<file path="config.mk">
export PLATFORM = sky130hd
export DESIGN_NAME = gpio_ctrl
export DESIGN_NICKNAME = d
export VERILOG_FILES = /design/src/rtl/gpio_ctrl.sv
export SDC_FILE = /design/constraint.sdc
export NUM_CORES = 1
export LEC_CHECK = 0
export CAP_MARGIN = 20
export CORE_ASPECT_RATIO = 0.9
export CORE_MARGIN = 8
export CORE_UTILIZATION = 35
export DETAILED_ROUTE_END_ITERATION = 10
export MAX_ROUTING_LAYER = met4
export SYNTH_ARGS = -nofsm -noshare
export SYNTH_HDL_FRONTEND = slang
export SYNTH_SLANG_ARGS = --single-unit
</file>
<file path="constraint.sdc">
create_clock -name clk -period 1.64 [get_ports clk]
set_input_delay 0.328 -clock clk [delete_from_list [all_inputs] [get_ports clk]]
set_output_delay 0.328 -clock clk [all_outputs]
set_load 0.05 [all_outputs]
</file>
<file path="src/rtl/gpio_ctrl.sv">
// gpio_ctrl: WIDTH-bit GPIO port with set/clear/toggle writes, direction, synchronised inputs and rising-edge interrupts
// Ports: clk, rst_n (async active-low); we/re/addr/wr_data bus strobes and data;
// rd_data/rd_valid registered read response; gpio_in raw pads; gpio_out/gpio_oe
// output value and enables; irq registered level interrupt.
module gpio_ctrl #(
  parameter int WIDTH = 8,
  parameter int SYNC_STAGES = 2,
  parameter logic [WIDTH-1:0] OUT_RESET = '0
) (
  input  logic             clk,
  input  logic             rst_n,
  input  logic             we,
  input  logic             re,
  input  logic [2:0]       addr,
  input  logic [WIDTH-1:0] wr_data,
  output logic [WIDTH-1:0] rd_data,
  output logic             rd_valid,
  input  logic [WIDTH-1:0] gpio_in,
  output logic [WIDTH-1:0] gpio_out,
  output logic [WIDTH-1:0] gpio_oe,
  output logic             irq
);
  logic [SYNC_STAGES-1:0][WIDTH-1:0] sync_q;
  logic [WIDTH-1:0] irq_en, irq_stat, in_prev, in_sync, rise, clr, out_next, rd_mux;
  assign in_sync = sync_q[SYNC_STAGES-1];
  assign rise = in_sync & ~in_prev;
  // W1C mask; a same-cycle rise wins over the clear because it is ORed in afterwards
  assign clr = (we && addr == 3'd7) ? wr_data : '0;
  always_comb begin
    out_next = !we ? gpio_out :
               addr == 3'd0 ? wr_data :
               addr == 3'd1 ? gpio_out | wr_data :
               addr == 3'd2 ? gpio_out & ~wr_data :
               addr == 3'd3 ? gpio_out ^ wr_data : gpio_out;
    rd_mux = addr == 3'd0 ? gpio_out :
             addr == 3'd4 ? gpio_oe :
             addr == 3'd5 ? in_sync :
             addr == 3'd6 ? irq_en :
             addr == 3'd7 ? irq_stat : '0;
  end
  always_ff @(posedge clk or negedge rst_n)
    if (!rst_n) begin
      sync_q   <= '0;
      in_prev  <= '0;
      gpio_out <= OUT_RESET;
      gpio_oe  <= '0;
      irq_en   <= '0;
      irq_stat <= '0;
      irq      <= 1'b0;
      rd_data  <= '0;
      rd_valid <= 1'b0;
    end else begin
      sync_q   <= {sync_q[SYNC_STAGES-2:0], gpio_in};
      in_prev  <= in_sync;
      gpio_out <= out_next;
      if (we && addr == 3'd4) gpio_oe <= wr_data;
      if (we && addr == 3'd6) irq_en <= wr_data;
      irq_stat <= (irq_stat & ~clr) | rise;
      irq      <= |(irq_stat & irq_en);
      rd_valid <= re;
      if (re) rd_data <= rd_mux;
    end
endmodule

</file>
==> reports/results.md, run 1 <==
| Stage | Quantity | This run |
|:---|:---|:---|
| detailed routing | Antenna-violating nets left | 0 |
| worst setup path | Worst setup path class | primary input to flop |
| detailed routing | Routed length per placed instance | 15.9 um |
| logic synthesis | Proportion of synthesized area in mux cells | 0.176 |
| clocking | Clock latency at the later pin of the worst-skew pair | 0.34 ns |
| clocking | Number of clock sinks seen by CTS | 66 |
| clocking | Number of buffers added by the clock tree synthesis step | 9 |
| job | Max Cap Violations | 0 |
| cells and area | Fill cells | 752 |
| pwr | Static Leak | 0.00203 uW |
| clocking | Clock Pin Slew Worst Setup and Hold Paths | 0.07 ns |
| logic synthesis | Cell type with the highest aggregate area in the netlist | sky130_fd_sc_hd__dfrtp_1 |
| logic synthesis | Share of the yosys chip area belonging to registers | 0.549 |
| sta | Final period utilization | 0.966 |
| worst hold path | Class of the most critical hold timing path | primary input to flop |
| grt | Global-route wire length before repair | 12100 um |
| placement | Worst setup slack after placement | -0.382 ns |
| sta | Timing-limited maximum frequency | 0.631 GHz |
| cells and area | Area taken by multi-input logic gates | 1210 um^2 |
| die | Die span in y | 104 um |
| clocking | Clock tree from TritonCTS | built |
| grt | Pin count of the biggest net entering global routing | 55 |
| detailed routing | Via total after detailed routing | 2109 |
| grt | Total gr overflow | 0 |
| worst setup path | Required time of the worst setup path | 1.86 ns |
| placement | HPWL reported at the end of detailed placement | 5330 um |
| cells and area | Area added between synthesis and finish | 41.5% |
| logic synthesis | Synthesis warning total | 0 |
| cells and area | Sequential cell area | 1660 um^2 |
| sta | Final number of max-transition violations | 0 |
| detailed routing | Initial DRC count | 87 |
| clocking | Deepest level of the CTS H-tree | 3 |
| die | Boundary Pins | 49 |
| die | Horizontal die dimension | 114 um |
| detailed routing | Via count normalized by instance count | 4.64 |
| logic synthesis | Synth Instances | 236 |
| logic synthesis | Main combinational cell family by area after synthesis | multiplexers |
| grt | Via count of the first global-routing pass | 2277 |
| cells and area | ANT cells | 0 |
| detailed routing | Count of unresolved DRC violations after routing | 0 |
| logic synthesis | Synth Register Bits | 66 |
| logic synthesis | Adder-cell share of the synthesized area | 0.0666 |
| placement | Count of buffers inserted at the top-level ports | 48 |
| worst setup path | Worst setup SP type | primary input |
| sta | Hold Violations, Final | 0 |
| sta | Min cycle time layout | 1.58 ns |
| logic synthesis | Predominant post-synthesis flop cell | sky130_fd_sc_hd__dfrtp_1 |
| die | Die ar. | 11800 um^2 |
| placement | Global placer's final weighted congestion | 0.764 |
| sta | Unrepaired setup endpoints after global routing | no |
| worst setup path | Endpoint class of the critical path | flop |
| sta | Actual slew at the worst max-slew pin | 0.501 ns |
| logic synthesis | Number of nets produced by synthesis | 275 |
| logic synthesis | Share of the synthesized netlist area taken by xor and xnor gates | 0 |
| grt | Number of antenna violations at the first check in global routing | 0 |
| pwr | Largest voltage drop on the vdd net | 0.568 mV |
| logic synthesis | Post-synth cell types | 25 |
| pwr | Power density over the cells | 1240 nW/um^2 |
| worst setup path | Worst-path fanout max | 18 |
| grt | All-layer global routing usage | 0.136 |
| logic synthesis | Simple-gate share of the synthesized area | 0.0453 |
| logic synthesis | Summed instance area of the synthesized netlist | 3010 um^2 |
| outcome | Result of the run | finished clean |
| detailed routing | DRT Pass-1 Iters | 4 |
| cells and area | NumNets Final | 370 |
| logic synthesis | Share of the synthesized area in the top cell type | 0.549 |
| logic synthesis | Synthesized-area fraction occupied by ao, oa, aoi and oai cells | 0.103 |
| cells and area | Share of layout cells above drive strength 1 | 0.446 |
| worst setup path | Worst Path Arrival | 1.80 ns |
| detailed routing | Sum of routed wire length over all layers | 7210 um |
| die | Row count | 32 |
| logic synthesis | Asr flop ratio synth | 1.00 |
| die | Starting Density | 0.356 |
| die | Placeable core area | 8450 um^2 |
| cells and area | Utilization after layout | 0.504 |
| logic synthesis | Count of flip-flops with a built-in enable after synthesis | 0 |
| sta | PnR worst setup slack | 0.0565 ns |
| clocking | Clk buf depth | 2 |
| sta | Setup-violating endpoint count in the final report | 0 |
| clocking | Root buffer cell | sky130_fd_sc_hd__clkbuf_8 |
| sta | Layout Skew | 0.00771 ns |
| logic synthesis | Mapped Avg Cell Area | 12.7 um^2 |
| logic synthesis | Most area-consuming cells after synthesis | sky130_fd_sc_hd__dfrtp_1, sky130_fd_sc_hd__mux2_2, sky130_fd_sc_hd__ha_1 |
| sta | Rel. slew slack | 0.665 |
-- timing repair --
item,CTS,global route
buffers inserted,0,1
hold buffers,1,0
hold endpoints to repair,12,0
resized for setup,12,5
endpoints found under the setup margin,10,5
-- final timing paths --
kind                          endpoint  slack [ns]  cells past startpoint         from
max in group asynchronous  gpio_out[4]        0.61                      3        rst_n
hold reg to reg             in_sync[1]        0.34                      0    sync_q[1]
setup / recovery           gpio_out[4]        0.06                      4      addr[0]
hold / removal               irq_en[1]        0.32                      3   wr_data[1]
min in group asynchronous   gpio_oe[5]        0.43                      2        rst_n
setup reg to reg           gpio_out[2]        0.07                      4  gpio_out[2]
-- worst max-delay path, stage by stage --
cell and delay (ns):
sky130_fd_sc_hd__clkdlybuf4s50_1 0.51, sky130_fd_sc_hd__buf_12 0.18, sky130_fd_sc_hd__mux4_2 0.51, sky130_fd_sc_hd__mux2_4 0.26
-- flip-flops by register name, indices dropped and copies added (netlist names) --
signal	flops
gpio_oe	8
gpio_out	8
in_prev	8
in_sync	8
irq	1
irq_en	8
irq_stat	8
rd_data	8
rd_valid	1
sync_q	8
-- metrics by stage --
| step | std cells | hold WS (ns) | TNS (ns) | cell area [um^2] | power (uW) |
|---|---|---|---|---|---|
| after floorplan | 236 | 0.0324 | -0.319 | 3050 | 3150 |
| after global placement | 437 | 0.253 | -8.93 | 4050 | 4060 |
| after detailed placement | 437 | 0.252 | -9.78 | 4050 | 4110 |
| after CTS | 454 | 0.346 | 0 | 4240 | 5330 |
| after global routing | 455 | 0.319 | 0 | 4260 | 5580 |
| final | 455 | 0.318 | 0 | 4260 | 5260 |
-- routing by layer --
metal  vias up  share of wire  GRT usage
li1       1019              -          -
met5         -              0          -
met2        45           0.45      0.197
met1      1037           0.48      0.178
met3         8          0.054     0.0412
met4         0          0.013     0.0428
-- synth_stat cells (2+ instances only) --
cell type                  number
sky130_fd_sc_hd__o21ai_0       15
sky130_fd_sc_hd__mux2_2        30
sky130_fd_sc_hd__ha_1          16
sky130_fd_sc_hd__mux4_2         8
sky130_fd_sc_hd__a22oi_1       18
sky130_fd_sc_hd__nand4_1        2
sky130_fd_sc_hd__clkbuf_1       3
sky130_fd_sc_hd__nand2_1       17
sky130_fd_sc_hd__buf_6          2
sky130_fd_sc_hd__a22o_1         9
sky130_fd_sc_hd__nor2b_1        2
sky130_fd_sc_hd__dfrtp_1       66
sky130_fd_sc_hd__inv_1         32
sky130_fd_sc_hd__buf_2          5
-- cell families after synthesis --
group / Yosys count
buffers and inverters: 43
adder cells (fa/ha/maj): 16
AND/OR/NAND/NOR: 27
AO/OA/AOI/OAI: 45
multiplexers: 39
flip-flops: 66
-- cells in the final DEF, fill, tap and decap left out, types with 2 or more instances in the layout --
master,count
sky130_fd_sc_hd__dfrtp_1,58
sky130_fd_sc_hd__buf_4,57
sky130_fd_sc_hd__mux2_2,22
sky130_fd_sc_hd__a22oi_1,18
sky130_fd_sc_hd__nand2_1,17
sky130_fd_sc_hd__inv_2,16
sky130_fd_sc_hd__inv_1,16
sky130_fd_sc_hd__ha_1,16
sky130_fd_sc_hd__o21ai_0,15
sky130_fd_sc_hd__buf_12,14
sky130_fd_sc_hd__clkdlybuf4s50_1,13
sky130_fd_sc_hd__clkbuf_8,11
sky130_fd_sc_hd__a22o_1,9
sky130_fd_sc_hd__mux4_2,8
sky130_fd_sc_hd__mux2_4,8
sky130_fd_sc_hd__dfrtp_2,8
sky130_fd_sc_hd__dlymetal6s2s_1,5
sky130_fd_sc_hd__clkinv_2,3
sky130_fd_sc_hd__dlygate4sd2_1,3
sky130_fd_sc_hd__nand4_1,2
sky130_fd_sc_hd__clkbuf_1,2
-- power by group --
part | switching (uW) | total, uW | internal, uW
logic | 992 | 1970 | 983
clock network | 566 | 1190 | 624
registers | 225 | 2100 | 1870
-- cell type report --
| type | count | share of cell area |
|---|---|---|
| Clock inverter | 3 | 0.00353 |
| Sequential cell | 66 | 0.390 |
| Clock buffer | 13 | 0.0373 |
| Tap cell | 119 | 0.0350 |
| Multi-Input combinational cell | 127 | 0.283 |
| Timing Repair Buffer | 94 | 0.221 |
| Inverter | 33 | 0.0291 |
(Power assumes the default switching activity.)
==> run 2, diff against run 1 <==
--- a/constraint.sdc
+++ b/constraint.sdc
@@ -3,2 +3,2 @@
 set_output_delay 0.328 -clock clk [all_outputs]
-set_load 0.05 [all_outputs]
+set_load 0.02 [all_outputs]
==> reports/results.md, run 2 (synthesis gave the netlist of run 1 again) <==
| Stage | Quantity | This run |
|:---|:---|:---|
| outcome | Result of the run | finished clean |
| clocking | Clock Pin Slew Worst Setup and Hold Paths | 0.07 ns |
| detailed routing | Initial DRC count | 95 |
| worst hold path | Class of the most critical hold timing path | flop to flop |
| job | Max Cap Violations | 0 |
| sta | Actual slew at the worst max-slew pin | 0.421 ns |
| cells and area | Share of layout cells above drive strength 1 | 0.324 |
| pwr | Clock network fraction of design power | 0.312 |
| sta | Rel. slew slack | 0.719 |
| die | Row count | 32 |
| die | Horizontal die dimension | 114 um |
| pwr | Seq pwr share | 0.426 |
| clocking | Deepest level of the CTS H-tree | 3 |
| die | Starting Density | 0.356 |
| clocking | Number of buffers added by the clock tree synthesis step | 9 |
| detailed routing | Via total after detailed routing | 2107 |
| worst setup path | Worst Path Arrival | 1.82 ns |
| pwr | Internal power component | 3400 uW |
| clocking | Number of clock sinks seen by CTS | 66 |
| worst setup path | Worst setup path class | flop to flop |
| placement | HPWL reported at the end of detailed placement | 5250 um |
| cells and area | Top library cells by usage in the layout, fill and taps aside | sky130_fd_sc_hd__dfrtp_1, sky130_fd_sc_hd__buf_4, sky130_fd_sc_hd__mux2_2 |
| sta | Layout Skew | 0.0105 ns |
| cells and area | ANT cells | 0 |
| pwr | Net Switching | 1380 uW |
| pwr | Power density over the cells | 1150 nW/um^2 |
| clocking | Clk buf depth | 2 |
| clocking | Root buffer cell | sky130_fd_sc_hd__clkbuf_8 |
| worst setup path | Worst-path fanout max | 5 |
| pwr | Largest voltage drop on the vdd net | 0.573 mV |
| worst setup path | Endpoint class of the critical path | flop |
| worst setup path | Cell type group with the largest total delay on the critical path | multiplexers |
| clocking | Clock latency at the later pin of the worst-skew pair | 0.35 ns |
| pwr | Total design power | 4790 uW |
| placement | Global placer's final weighted congestion | 0.783 |
| detailed routing | Via count normalized by instance count | 4.66 |
| cells and area | Area added between synthesis and finish | 38.1% |
| worst setup path | Cell breakdown of the critical path | inv_1, ha_1, mux4_2, mux2_2 |
| cells and area | Most common cell after layout, fill and taps aside | sky130_fd_sc_hd__dfrtp_1 |
| detailed routing | DRT Pass-1 Iters | 4 |
| grt | Pin count of the biggest net entering global routing | 67 |
| sta | Hold Violations, Final | 0 |
| sta | Setup-violating endpoint count in the final report | 0 |
| cells and area | NumNets Final | 367 |
| sta | Timing-limited maximum frequency | 0.624 GHz |
| worst setup path | Cell type of the slowest stage on the worst timing path | sky130_fd_sc_hd__mux4_2 |
| worst setup path | Reg-to-reg slack, setup | 0.04 ns |
| pwr | Switching share of power | 0.289 |
| sta | Final number of max-transition violations | 0 |
| pwr | Gate power share | 0.262 |
| grt | Via count of the first global-routing pass | 2343 |
| detailed routing | Routed length per placed instance | 15.8 um |
| die | Die ar. | 11800 um^2 |
| detailed routing | Antenna-violating nets left | 0 |
| worst setup path | Worst setup SP type | flop |
| grt | All-layer global routing usage | 0.138 |
| sta | Setup TNS | 0 ns |
| worst setup path | Slowest cell delay on critical path | 0.46 ns |
| clocking | Clock tree from TritonCTS | built |
| worst setup path | Worst path bufs/invs | 1 |
| worst setup path | Required time of the worst setup path | 1.86 ns |
| pwr | Static Leak | 0.00198 uW |
| detailed routing | Sum of routed wire length over all layers | 7140 um |
| die | Placeable core area | 8450 um^2 |
| grt | Global-route wire length before repair | 12100 um |
| grt | Number of antenna violations at the first check in global routing | 0 |
| grt | Total gr overflow | 0 |
| placement | Count of buffers inserted at the top-level ports | 48 |
| sta | Min cycle time layout | 1.60 ns |
| die | Boundary Pins | 49 |
| detailed routing | Count of unresolved DRC violations after routing | 0 |
| die | Die span in y | 104 um |
| sta | Final period utilization | 0.977 |
-- run 2: cell types whose count changed in the layout (fill, tap and decap cells not counted), sizes merged --
cell / change
buf: -29
dlygate4sd2: +26
bufinv: +2
clkbuf: -2
clkdlybuf4s50: +1
clkinv: -1
clkinvlp: +1
dlymetal6s2s: -1
-- run 2: final cells by class --
type | count | area (um^2)
multi-input combinational | 127 | 1180
timing repair buffer | 91 | 825
clock inverter | 5 | 77.6
inverter | 33 | 124
clock buffer | 11 | 141
fill | 771 | 4290
sequential | 66 | 1650
tap | 119 | 149
-- run 2: power groups by stage --
stage,Sequential [uW],Combinational (uW),Clock [uW]
2_1_floorplan,2220,502,0
3_3_place_gp,2080,1290,0
3_5_place_dp,2080,1330,0
4_1_cts,2050,1230,1540
5_1_grt,2070,1390,1610
6_report,2040,1250,1500
-- run 2: final timing paths --
kind                                  start          end  cells after the start
worst max register to register  gpio_out[2]  gpio_out[2]                      4
max in group asynchronous             rst_n   in_prev[5]                      3
worst min register to register    sync_q[7]   in_sync[7]                      0
min in group asynchronous             rst_n    sync_q[7]                      3
worst min-delay path              sync_q[7]   in_sync[7]                      0
worst max-delay path            gpio_out[2]  gpio_out[2]                      4
-- run 2: metal layers --
layer	track usage	wire length, um	vias to the layer above
li1	-	-	1009
met1	0.161	3180	1036
met2	0.217	3500	47
met3	0.0400	299	15
met4	0.0580	159	0
met5	-	0	-
-- run 2: worst reg2reg max path, cell delays in order, from the launching register on --
cell and delay [ns]:
sky130_fd_sc_hd__dfrtp_1 0.41, sky130_fd_sc_hd__inv_1 0.07, sky130_fd_sc_hd__ha_1 0.27, sky130_fd_sc_hd__mux4_2 0.46, sky130_fd_sc_hd__mux2_2 0.28
-- run 2: repair_timing --
| item | CTS | global route |
|---|---|---|
| hold buffers | 1 | 0 |
| hold endpoints to repair | 25 | 0 |
| cloned | 0 | 0 |
| gates resized for setup | 36 | 9 |
| buffers inserted | 0 | 3 |
| setup endpoints to repair | 37 | 18 |
-- run 2: through the flow --
| step | util | cell area [um^2] | instances | hold slack, ns | setup slack (ns) |
|---|---|---|---|---|---|
| 2_1_floorplan | - | 3010 | 236 | 0.0324 | 0.0117 |
| 3_3_place_gp | 0.464 | 3920 | 432 | 0.332 | -0.373 |
| 3_5_place_dp | 0.464 | 3920 | 432 | 0.335 | -0.394 |
| 4_1_cts | 0.487 | 4110 | 449 | 0.348 | 0.00192 |
| 5_1_grt | 0.492 | 4150 | 452 | 0.362 | -0.0136 |
| 6_report | 0.492 | 4150 | 452 | 0.349 | 0.0382 |
